### src/rtl/exc_pkg.sv
// Shared exception definitions for the pipeline exception controller:
// ExcCode values, cause-register layout and the per-stage tag record.
package exc_pkg;

  localparam int unsigned CODE_W       = 5;
  localparam int unsigned CAUSE_W      = 32;
  localparam int unsigned CAUSE_BD_BIT = 31;
  localparam int unsigned CODE_LSB     = 2;

  localparam logic [CODE_W-1:0] INT  = 5'd0;
  localparam logic [CODE_W-1:0] ADEL = 5'd4;
  localparam logic [CODE_W-1:0] ADES = 5'd5;
  localparam logic [CODE_W-1:0] RI   = 5'd10;
  localparam logic [CODE_W-1:0] OV   = 5'd12;

  // Control part of one stage record; the PC travels alongside it.
  typedef struct packed {
    logic              valid;
    logic              bd;
    logic              exc;
    logic [CODE_W-1:0] code;
  } exc_tag_t;

  // Cause register image: {BD, zeros, ExcCode, 2'b0}.
  function automatic logic [CAUSE_W-1:0] cause_word(input logic bd,
                                                    input logic [CODE_W-1:0] code);
    logic [CAUSE_W-1:0] w;
    w                     = '0;
    w[CAUSE_BD_BIT]       = bd;
    w[CODE_LSB +: CODE_W] = code;
    return w;
  endfunction

endpackage

### src/rtl/exc_stage_rec.sv
// One pipeline-stage exception record plus the merge of that stage's
// exception sources into the record as it leaves the stage.
module exc_stage_rec
  import exc_pkg::*;
#(
  parameter int unsigned NSRC   = 4,
  parameter int unsigned ADDR_W = 32
) (
  input  logic                   clk_i,
  input  logic                   rst_ni,
  input  logic                   flush_i,
  input  logic                   load_i,
  input  exc_tag_t               tag_i,
  input  logic [ADDR_W-1:0]      pc_i,
  input  logic [NSRC-1:0]        hit_i,
  input  logic [NSRC*CODE_W-1:0] code_i,
  output exc_tag_t               tag_merged_o,
  output logic [ADDR_W-1:0]      pc_o
);

  exc_tag_t          tag_q, tag_d;
  logic [ADDR_W-1:0] pc_q, pc_d;

  // Flush beats load and hold; a flushed record becomes a clean bubble.
  always_comb begin
    tag_d = tag_q;
    pc_d  = pc_q;
    if (flush_i) begin
      tag_d = '0;
    end else if (load_i) begin
      tag_d = tag_i;
      pc_d  = pc_i;
    end
  end

  always_ff @(posedge clk_i or negedge rst_ni) begin
    if (!rst_ni) begin
      tag_q <= '0;
      pc_q  <= '0;
    end else begin
      tag_q <= tag_d;
      pc_q  <= pc_d;
    end
  end

  // Older exception wins; otherwise the lowest-index hit of a valid record.
  always_comb begin
    tag_merged_o = tag_q;
    if (tag_q.valid && !tag_q.exc) begin
      for (int k = int'(NSRC) - 1; k >= 0; k--) begin
        if (hit_i[k]) begin
          tag_merged_o.exc  = 1'b1;
          tag_merged_o.code = code_i[k*CODE_W +: CODE_W];
        end
      end
    end
  end

  assign pc_o = pc_q;

endmodule

### src/rtl/exc_pipe_ctrl.sv
// Precise-exception controller: tracks one record per pipeline stage and
// raises exception / flush at the commit stage.
module exc_pipe_ctrl
  import exc_pkg::*;
#(
  parameter int unsigned NSTAGE = 3,
  parameter int unsigned NSRC   = 4,
  parameter int unsigned ADDR_W = 32
) (
  input  logic                          clk,
  input  logic                          reset,
  input  logic                          in_valid,
  input  logic [ADDR_W-1:0]             in_pc,
  input  logic                          in_bd,
  input  logic [NSTAGE*NSRC-1:0]        src_hit,
  input  logic [NSTAGE*NSRC*CODE_W-1:0] src_code,
  input  logic [NSTAGE-1:0]             stall,
  input  logic                          int_req,
  input  logic                          eret,
  output logic                          exc_req,
  output logic [CAUSE_W-1:0]            exc_cause,
  output logic [ADDR_W-1:0]             exc_epc,
  output logic                          flush
);

  localparam int unsigned LAST = NSTAGE - 1;

  exc_tag_t          up_tag [NSTAGE];
  exc_tag_t          tag_m  [NSTAGE];
  logic [ADDR_W-1:0] up_pc  [NSTAGE];
  logic [ADDR_W-1:0] pc_q   [NSTAGE];

  for (genvar s = 0; s < NSTAGE; s++) begin : g_stage
    if (s == 0) begin : g_head
      assign up_tag[s] = '{valid: in_valid, bd: in_bd, exc: 1'b0, code: INT};
      assign up_pc[s]  = in_pc;
    end else begin : g_body
      // A stalled upstream stage hands a bubble to a moving downstream stage.
      assign up_tag[s] = stall[s-1] ? exc_tag_t'('0) : tag_m[s-1];
      assign up_pc[s]  = stall[s-1] ? '0 : pc_q[s-1];
    end

    exc_stage_rec #(
      .NSRC   (NSRC),
      .ADDR_W (ADDR_W)
    ) u_rec (
      .clk_i        (clk),
      .rst_ni       (reset),
      .flush_i      (flush),
      .load_i       (~stall[s]),
      .tag_i        (up_tag[s]),
      .pc_i         (up_pc[s]),
      .hit_i        (src_hit[s*NSRC +: NSRC]),
      .code_i       (src_code[s*NSRC*CODE_W +: NSRC*CODE_W]),
      .tag_merged_o (tag_m[s]),
      .pc_o         (pc_q[s])
    );
  end

  exc_tag_t          commit_tag;
  logic [ADDR_W-1:0] commit_pc;

  // Commit-stage decision; interrupts only ride on a valid record, code 0.
  always_comb begin
    commit_tag = tag_m[LAST];
    commit_pc  = pc_q[LAST];
    exc_req    = commit_tag.valid & (commit_tag.exc | int_req);
    flush      = exc_req | (eret & commit_tag.valid);
    exc_cause  = '0;
    exc_epc    = '0;
    if (exc_req) begin
      exc_cause = cause_word(commit_tag.bd, commit_tag.exc ? commit_tag.code : INT);
      exc_epc   = commit_tag.bd ? commit_pc - ADDR_W'(4) : commit_pc;
    end
  end

endmodule

### config.mk
export PLATFORM = sky130hd
export DESIGN_NAME = exc_pipe_ctrl
export DESIGN_NICKNAME = d
export VERILOG_FILES = /design/src/rtl/exc_pkg.sv /design/src/rtl/exc_stage_rec.sv /design/src/rtl/exc_pipe_ctrl.sv
export SDC_FILE = /design/constraint.sdc
export NUM_CORES = 1
export LEC_CHECK = 0
export ABC_AREA = 1
export BUFFER_PORTS_ARGS = -buffer_cell sky130_fd_sc_hd__buf_2
export CAP_MARGIN = 25
export CORE_UTILIZATION = 55
export DETAILED_ROUTE_END_ITERATION = 8
export GPL_TIMING_DRIVEN = 0
export MAX_ROUTING_LAYER = met4
export PLACE_DENSITY = 0.81
export SLEW_MARGIN = 15
export SYNTH_ARGS = -nofsm -noshare
export SYNTH_HDL_FRONTEND = slang
export SYNTH_HIERARCHICAL = 1
export SYNTH_SLANG_ARGS = --single-unit
export TNS_END_PERCENT = 5
### constraint.sdc
create_clock -name clk -period 2.5 [get_ports clk]
set_input_delay 0.5 -clock clk [delete_from_list [all_inputs] [get_ports clk]]
set_output_delay 0.5 -clock clk [all_outputs]
set_load 0.005 [all_outputs]
Word level (Yosys, flattened, before mapping)
Index checks and enable logic that the tools add are counted.
{"block": "totals", "mem_bits_ro": 0, "input_bits": 113, "n_memories": 0, "ramBits": 0, "out_inout_bits": 66, "latchBits": 0, "regBits": 120}
{"block": "op_classes", "n_bitwise": 8, "n_shift": 0, "n_reduce_logical": 9, "mux": 29, "order_cmp": 0, "multipliers": 0, "n_eq_ne": 3, "add_sub_neg": 1, "n_div": 0}
{"op": "2-to-1 mux 32 bit", "n": 5}
{"op": "2-to-1 mux 6 bit", "n": 15}
{"op": "2-to-1 mux 8 bit", "n": 8}
{"op": "subtractor 32 x 3 -> 32 bit (second input constant)", "n": 1}
{"op": "!= test 2 x 1 -> 1 bit (second input constant)", "n": 3}
{"op": "AND reduction 2 bit", "n": 3}
{"op": "2-to-1 mux 5 bit", "n": 1}
{"op": "inverter 1 bit", "n": 4}
{"op": "logical AND 1 bit", "n": 3}
{"op": "logical NOT 1 bit", "n": 3}
{"op": "bitwise AND 1 bit", "n": 2}
{"op": "OR 1 bit", "n": 2}

Depth between registers and ports, before layout
{"block": "logic_depth", "depth_word": 10, "mapped_depth": 13, "ltp_nobuf": 11}

Hierarchy
The synthesis kept the hierarchy.
{"module": "exc_stage_rec", "area_each_um2": 1975.6, "cells_each": 262, "n_inst": 3}
{"module": "exc_pipe_ctrl", "area_each_um2": 2060.7, "cells_each": 471, "n_inst": 1}

Worst setup path before layout
OpenSTA, ideal clock, no wires.
{"block": "synth_path", "kind": "input-to-reg", "startpoint": "in src_hit[8]", "endpoint": "reg g_stage[2].u_rec.pc_q[6]", "slack_ns": 0.126, "setup_ns": 0.117, "n_path_buf": 3, "arrival_time_ns": 2.258, "stages": 13, "cell_sequence": "inv_1 buf_2 nand2_1 nor3_1 o21ai_0 o21ai_2 clkbuf_1 nand2_1 inv_1 nand2_1 buf_4 nand2_1 nand2_1"}
{"item": "start: declaration", "line_no": "exc_pipe_ctrl.sv:15", "text": "input logic [NSTAGE*NSRC-1:0] src_hit,"}
{"item": "end signal: assignment", "line_no": "exc_stage_rec.sv:42", "text": "pc_q <= pc_d;"}
{"item": "end: declaration", "line_no": "exc_stage_rec.sv:22", "text": "logic [ADDR_W-1:0] pc_q, pc_d;"}

Worst setup path in the final report
{"block": "layout_path", "startpoint": "reg g_stage[2].u_rec.pc_q[2]", "endpoint": "out exc_epc[26]"}
{"block": "layout_between", "elab_chain_cells": 3}
{"item": "subtractor 32 x 3 -> 32 bit", "line_no": "exc_pipe_ctrl.sv:73", "text": "exc_epc = commit_tag.bd ? commit_pc - ADDR_W'(4) : commit_pc;"}
{"item": "2-to-1 mux 32 bit", "line_no": "exc_pipe_ctrl.sv:73"}
{"item": "2-to-1 mux 32 bit", "line_no": "exc_pipe_ctrl.sv:71", "text": "if (exc_req) begin"}
{"item": "end: declaration", "line_no": "exc_pipe_ctrl.sv:22", "text": "output logic [ADDR_W-1:0] exc_epc,"}
Every way passes these cells.

==> summary.md <==
| Metric | Value |
|---|---|
| Post-route minimum period | `2.47 ns` |
| Mapped Avg Cell Area | `6.35 sq um` |
| Placed cell count | `1619` |
| Cell area after layout | `9900 sq um` |
| Post-Synthesis Cells | `1257` |
| RSZ-0062 raised after global routing | `true` |
| Fin cells | `1659` |
| Initial antenna violation count | `0` |
| Register Area | `3010 sq um` |
| Pwr dens | `652 nW/um^2` |
| H-Tree Depth | `4` |
| Final WL | `20000 microns` |
| DP Worst Slack | `-0.981 ns` |
| Post-detail-place hpwl | `14900 microns` |
| Via density | `4.89` |
| Fmax | `0.405 GHz` |
| Share of layout cells above drive strength 1 | `0.229` |
| Row count | `43` |
| Largest net degree at the start of global routing | `90` |
| Routed len/inst | `12.1 microns` |
| Clk root buf | `clkbuf_16` |
| Power Total | `6.45 mW` |
| CTS Buf Count | `17` |
| Data required time of the worst path | `2.00 ns` |
| Die height | `123 microns` |
| CTS tree | `yes` |
| # DRC | `0` |
| Die extent in x | `123 microns` |
| Layout overhead on the synthesized area | `24.0%` |
| WP data arrival | `1.97 ns` |
| Ys Warns | `6` |
| Max IR drop VDD | `0.426 mV` |
| Status | `completed` |
| Critical Path Start Type | `flop` |
| GRT Resource Usage Total | `0.292` |
| Port Buffer Count | `150` |
| Detail Route Antenna Nets | `0` |
| Netlist cell types | `28` |
| Post-synth EDFFs | `0` |
| Max Cap Violations | `0` |
| Post-synth ARST share | `1.00` |
| DR iter-0 viols | `680` |
| Vias in the first global route | `7313` |
| CTS Buffer Depth | `2` |
| Static Leak | `5.68 nW` |
| Die area | `15000 sq um` |
| Final slew viol count | `0` |
| Num Clock Sinks | `120` |
| Worst-Skew Late Latency | `0.41 ns` |
| Final Hold Fails | `0` |
| Vias | `8106` |
| Fillers | `1175` |
| Clock slew at reported path FFs | `0.05 ns` |
| CP Capture Type | `primary output` |
| TritonRoute pass-1 iters | `6` |
| Grt ovf | `0` |
| Layout net count | `1582` |
| Worst Path Max Fanout | `4` |
| Fin crit share | `0.989` |
| Seq/Total Area, Yosys | `0.376` |
| PnR worst setup slack | `0.0282 ns` |
| Synthesized flop and latch total | `120` |
| Multi-input gate area | `3910 sq um` |
| ANT cells | `0` |
| Crit path kind | `reg -> out` |
| First-pass GRT wire length | `33500 microns` |
| Setup TNS | `0 ns` |
| Final Skew | `0.00777 ns` |
| Commonest non-fill, non-tap cells in the layout | `399 x nand2_1, 221 x nor2_1, 179 x buf_2, 171 x inv_1, 147 x nand3_1` |
| Core footprint | `14000 sq um` |
| Min-delay worst type | `in -> reg` |
| Final setup viols | `0` |
| Synthesized cell area | `7990 sq um` |
| Post-synth top flop | `dfrtp_1` |
| GP Congestion | `0.932` |
| Cell Area, Placed | `9110 sq um` |
| Commonest non-fill, non-tap cell in the layout | `nand2_1` |
| Top Ports | `179` |
| Starting Density | `0.569` |
[worst max-delay path: stages (launching register included)]
cell and delay (ns):
dfrtp_1 0.41, inv_2 0.10, ha_4 0.14, nand2_4 0.06, inv_4 0.06, nand2_4 0.06, nor2_4 0.17, nand2_2 0.08
nor2_4 0.15, a21oi_1 0.08, nor2_1 0.11, buf_2 0.13
[worst paths after layout]
path,start,endpoint,slack (ns),depth (start not counted)
min in group asynchronous,reset,g_stage[0].u_rec/tag_q[1]$_DFFE_PN0P_,0.53,2
max in group asynchronous,reset,g_stage[2].u_rec/pc_o[7]$_DFFE_PN0P_,1.25,3
setup / recovery,g_stage[2].u_rec/pc_o[2]$_DFFE_PN0P_,exc_epc[26],0.03,11
hold / removal,in_pc[15],g_stage[0].u_rec/pc_o[15]$_DFFE_PN0P_,0.32,3
setup reg to reg,g_stage[2].u_rec/tag_merged_o[7]$_DFFE_PN0P_,g_stage[2].u_rec/pc_o[17]$_DFFE_PN0P_,0.45,10
hold reg to reg,g_stage[1].u_rec/pc_o[6]$_DFFE_PN0P_,g_stage[1].u_rec/pc_o[6]$_DFFE_PN0P_,0.47,2
[power by group]
part           internal, mW  total [mW]  switching [mW]
clock network          1.78        2.61           0.823
logic                 0.551        1.49           0.936
registers              2.18        2.36           0.180
[layout make-up]
| type | count | share of cell area |
|---|---|---|
| Clock buffer | 22 | 0.0499 |
| Tap cell | 180 | 0.0227 |
| Inverter | 180 | 0.0687 |
| Sequential cell | 120 | 0.304 |
| Buffer | 90 | 0.0580 |
| Timing Repair Buffer | 161 | 0.0874 |
| Multi-Input combinational cell | 898 | 0.395 |
| Clock inverter | 8 | 0.0144 |
[logic make-up (layout without fill, tap and decap cells)]
kind of cell             Yosys count  count (layout)  share of synthesized area
adder cells (fa/ha/maj)            1               1                    0.00157
buffers and inverters            270             461                      0.155
AO/OA/AOI/OAI                     50              50                     0.0431
AND/OR/NAND/NOR                  814             814                      0.423
flip-flops                       120             120                      0.376
other                              1              32                   0.000469
XOR/XNOR                           1               1                    0.00110
[synthesized netlist by cell type (2+ instances only)]
cell type	count	area, sq um
a21oi_1	13	65.1
buf_2	32	160
buf_4	41	308
buf_6	3	33.8
clkbuf_1	11	41.3
clkbuf_2	3	15.0
dfrtp_1	120	3000
inv_1	176	661
inv_2	3	11.3
nand2_1	400	1500
nand2_2	7	43.8
nand3_1	148	741
nand3_2	2	20.0
nand4_1	8	50.1
nor2_1	223	837
nor2_2	9	56.3
nor2_4	5	56.3
nor3_1	7	35.0
o21ai_0	11	55.1
o21ai_2	25	219
or2_1	3	18.8
[through the flow]
step                hold WS [ns]  utilization
CTS                        0.309        0.697
detailed placement         0.397        0.649
floorplan                  0.204            -
finish                     0.315        0.705
global placement           0.454        0.647
global route               0.335        0.705
[routing by layer]
layer / wire (microns) / track usage
met1: 8960 / 0.378
met2: 9730 / 0.476
met3: 943 / 0.0409
met4: 413 / 0.0899
met5: 0 / -
[state kept, by name (all words and copies together), names as in the netlist]
| signal | count |
|---|---|
| g_stage.u_rec/pc_o | 96 |
| g_stage.u_rec/tag_q | 18 |
| g_stage.u_rec/tag_merged_o | 6 |
[timing repair]
action / CTS / global route
endpoints found under the setup margin: 150 / 22
resized for setup: 9 / 24
pin swaps: 1 / 8
setup buffers: 1 / 8
hold endpoints to repair: 31 / 0
hold buffers: 1 / 0
No activity file was read; power rests on OpenSTA's default activity.
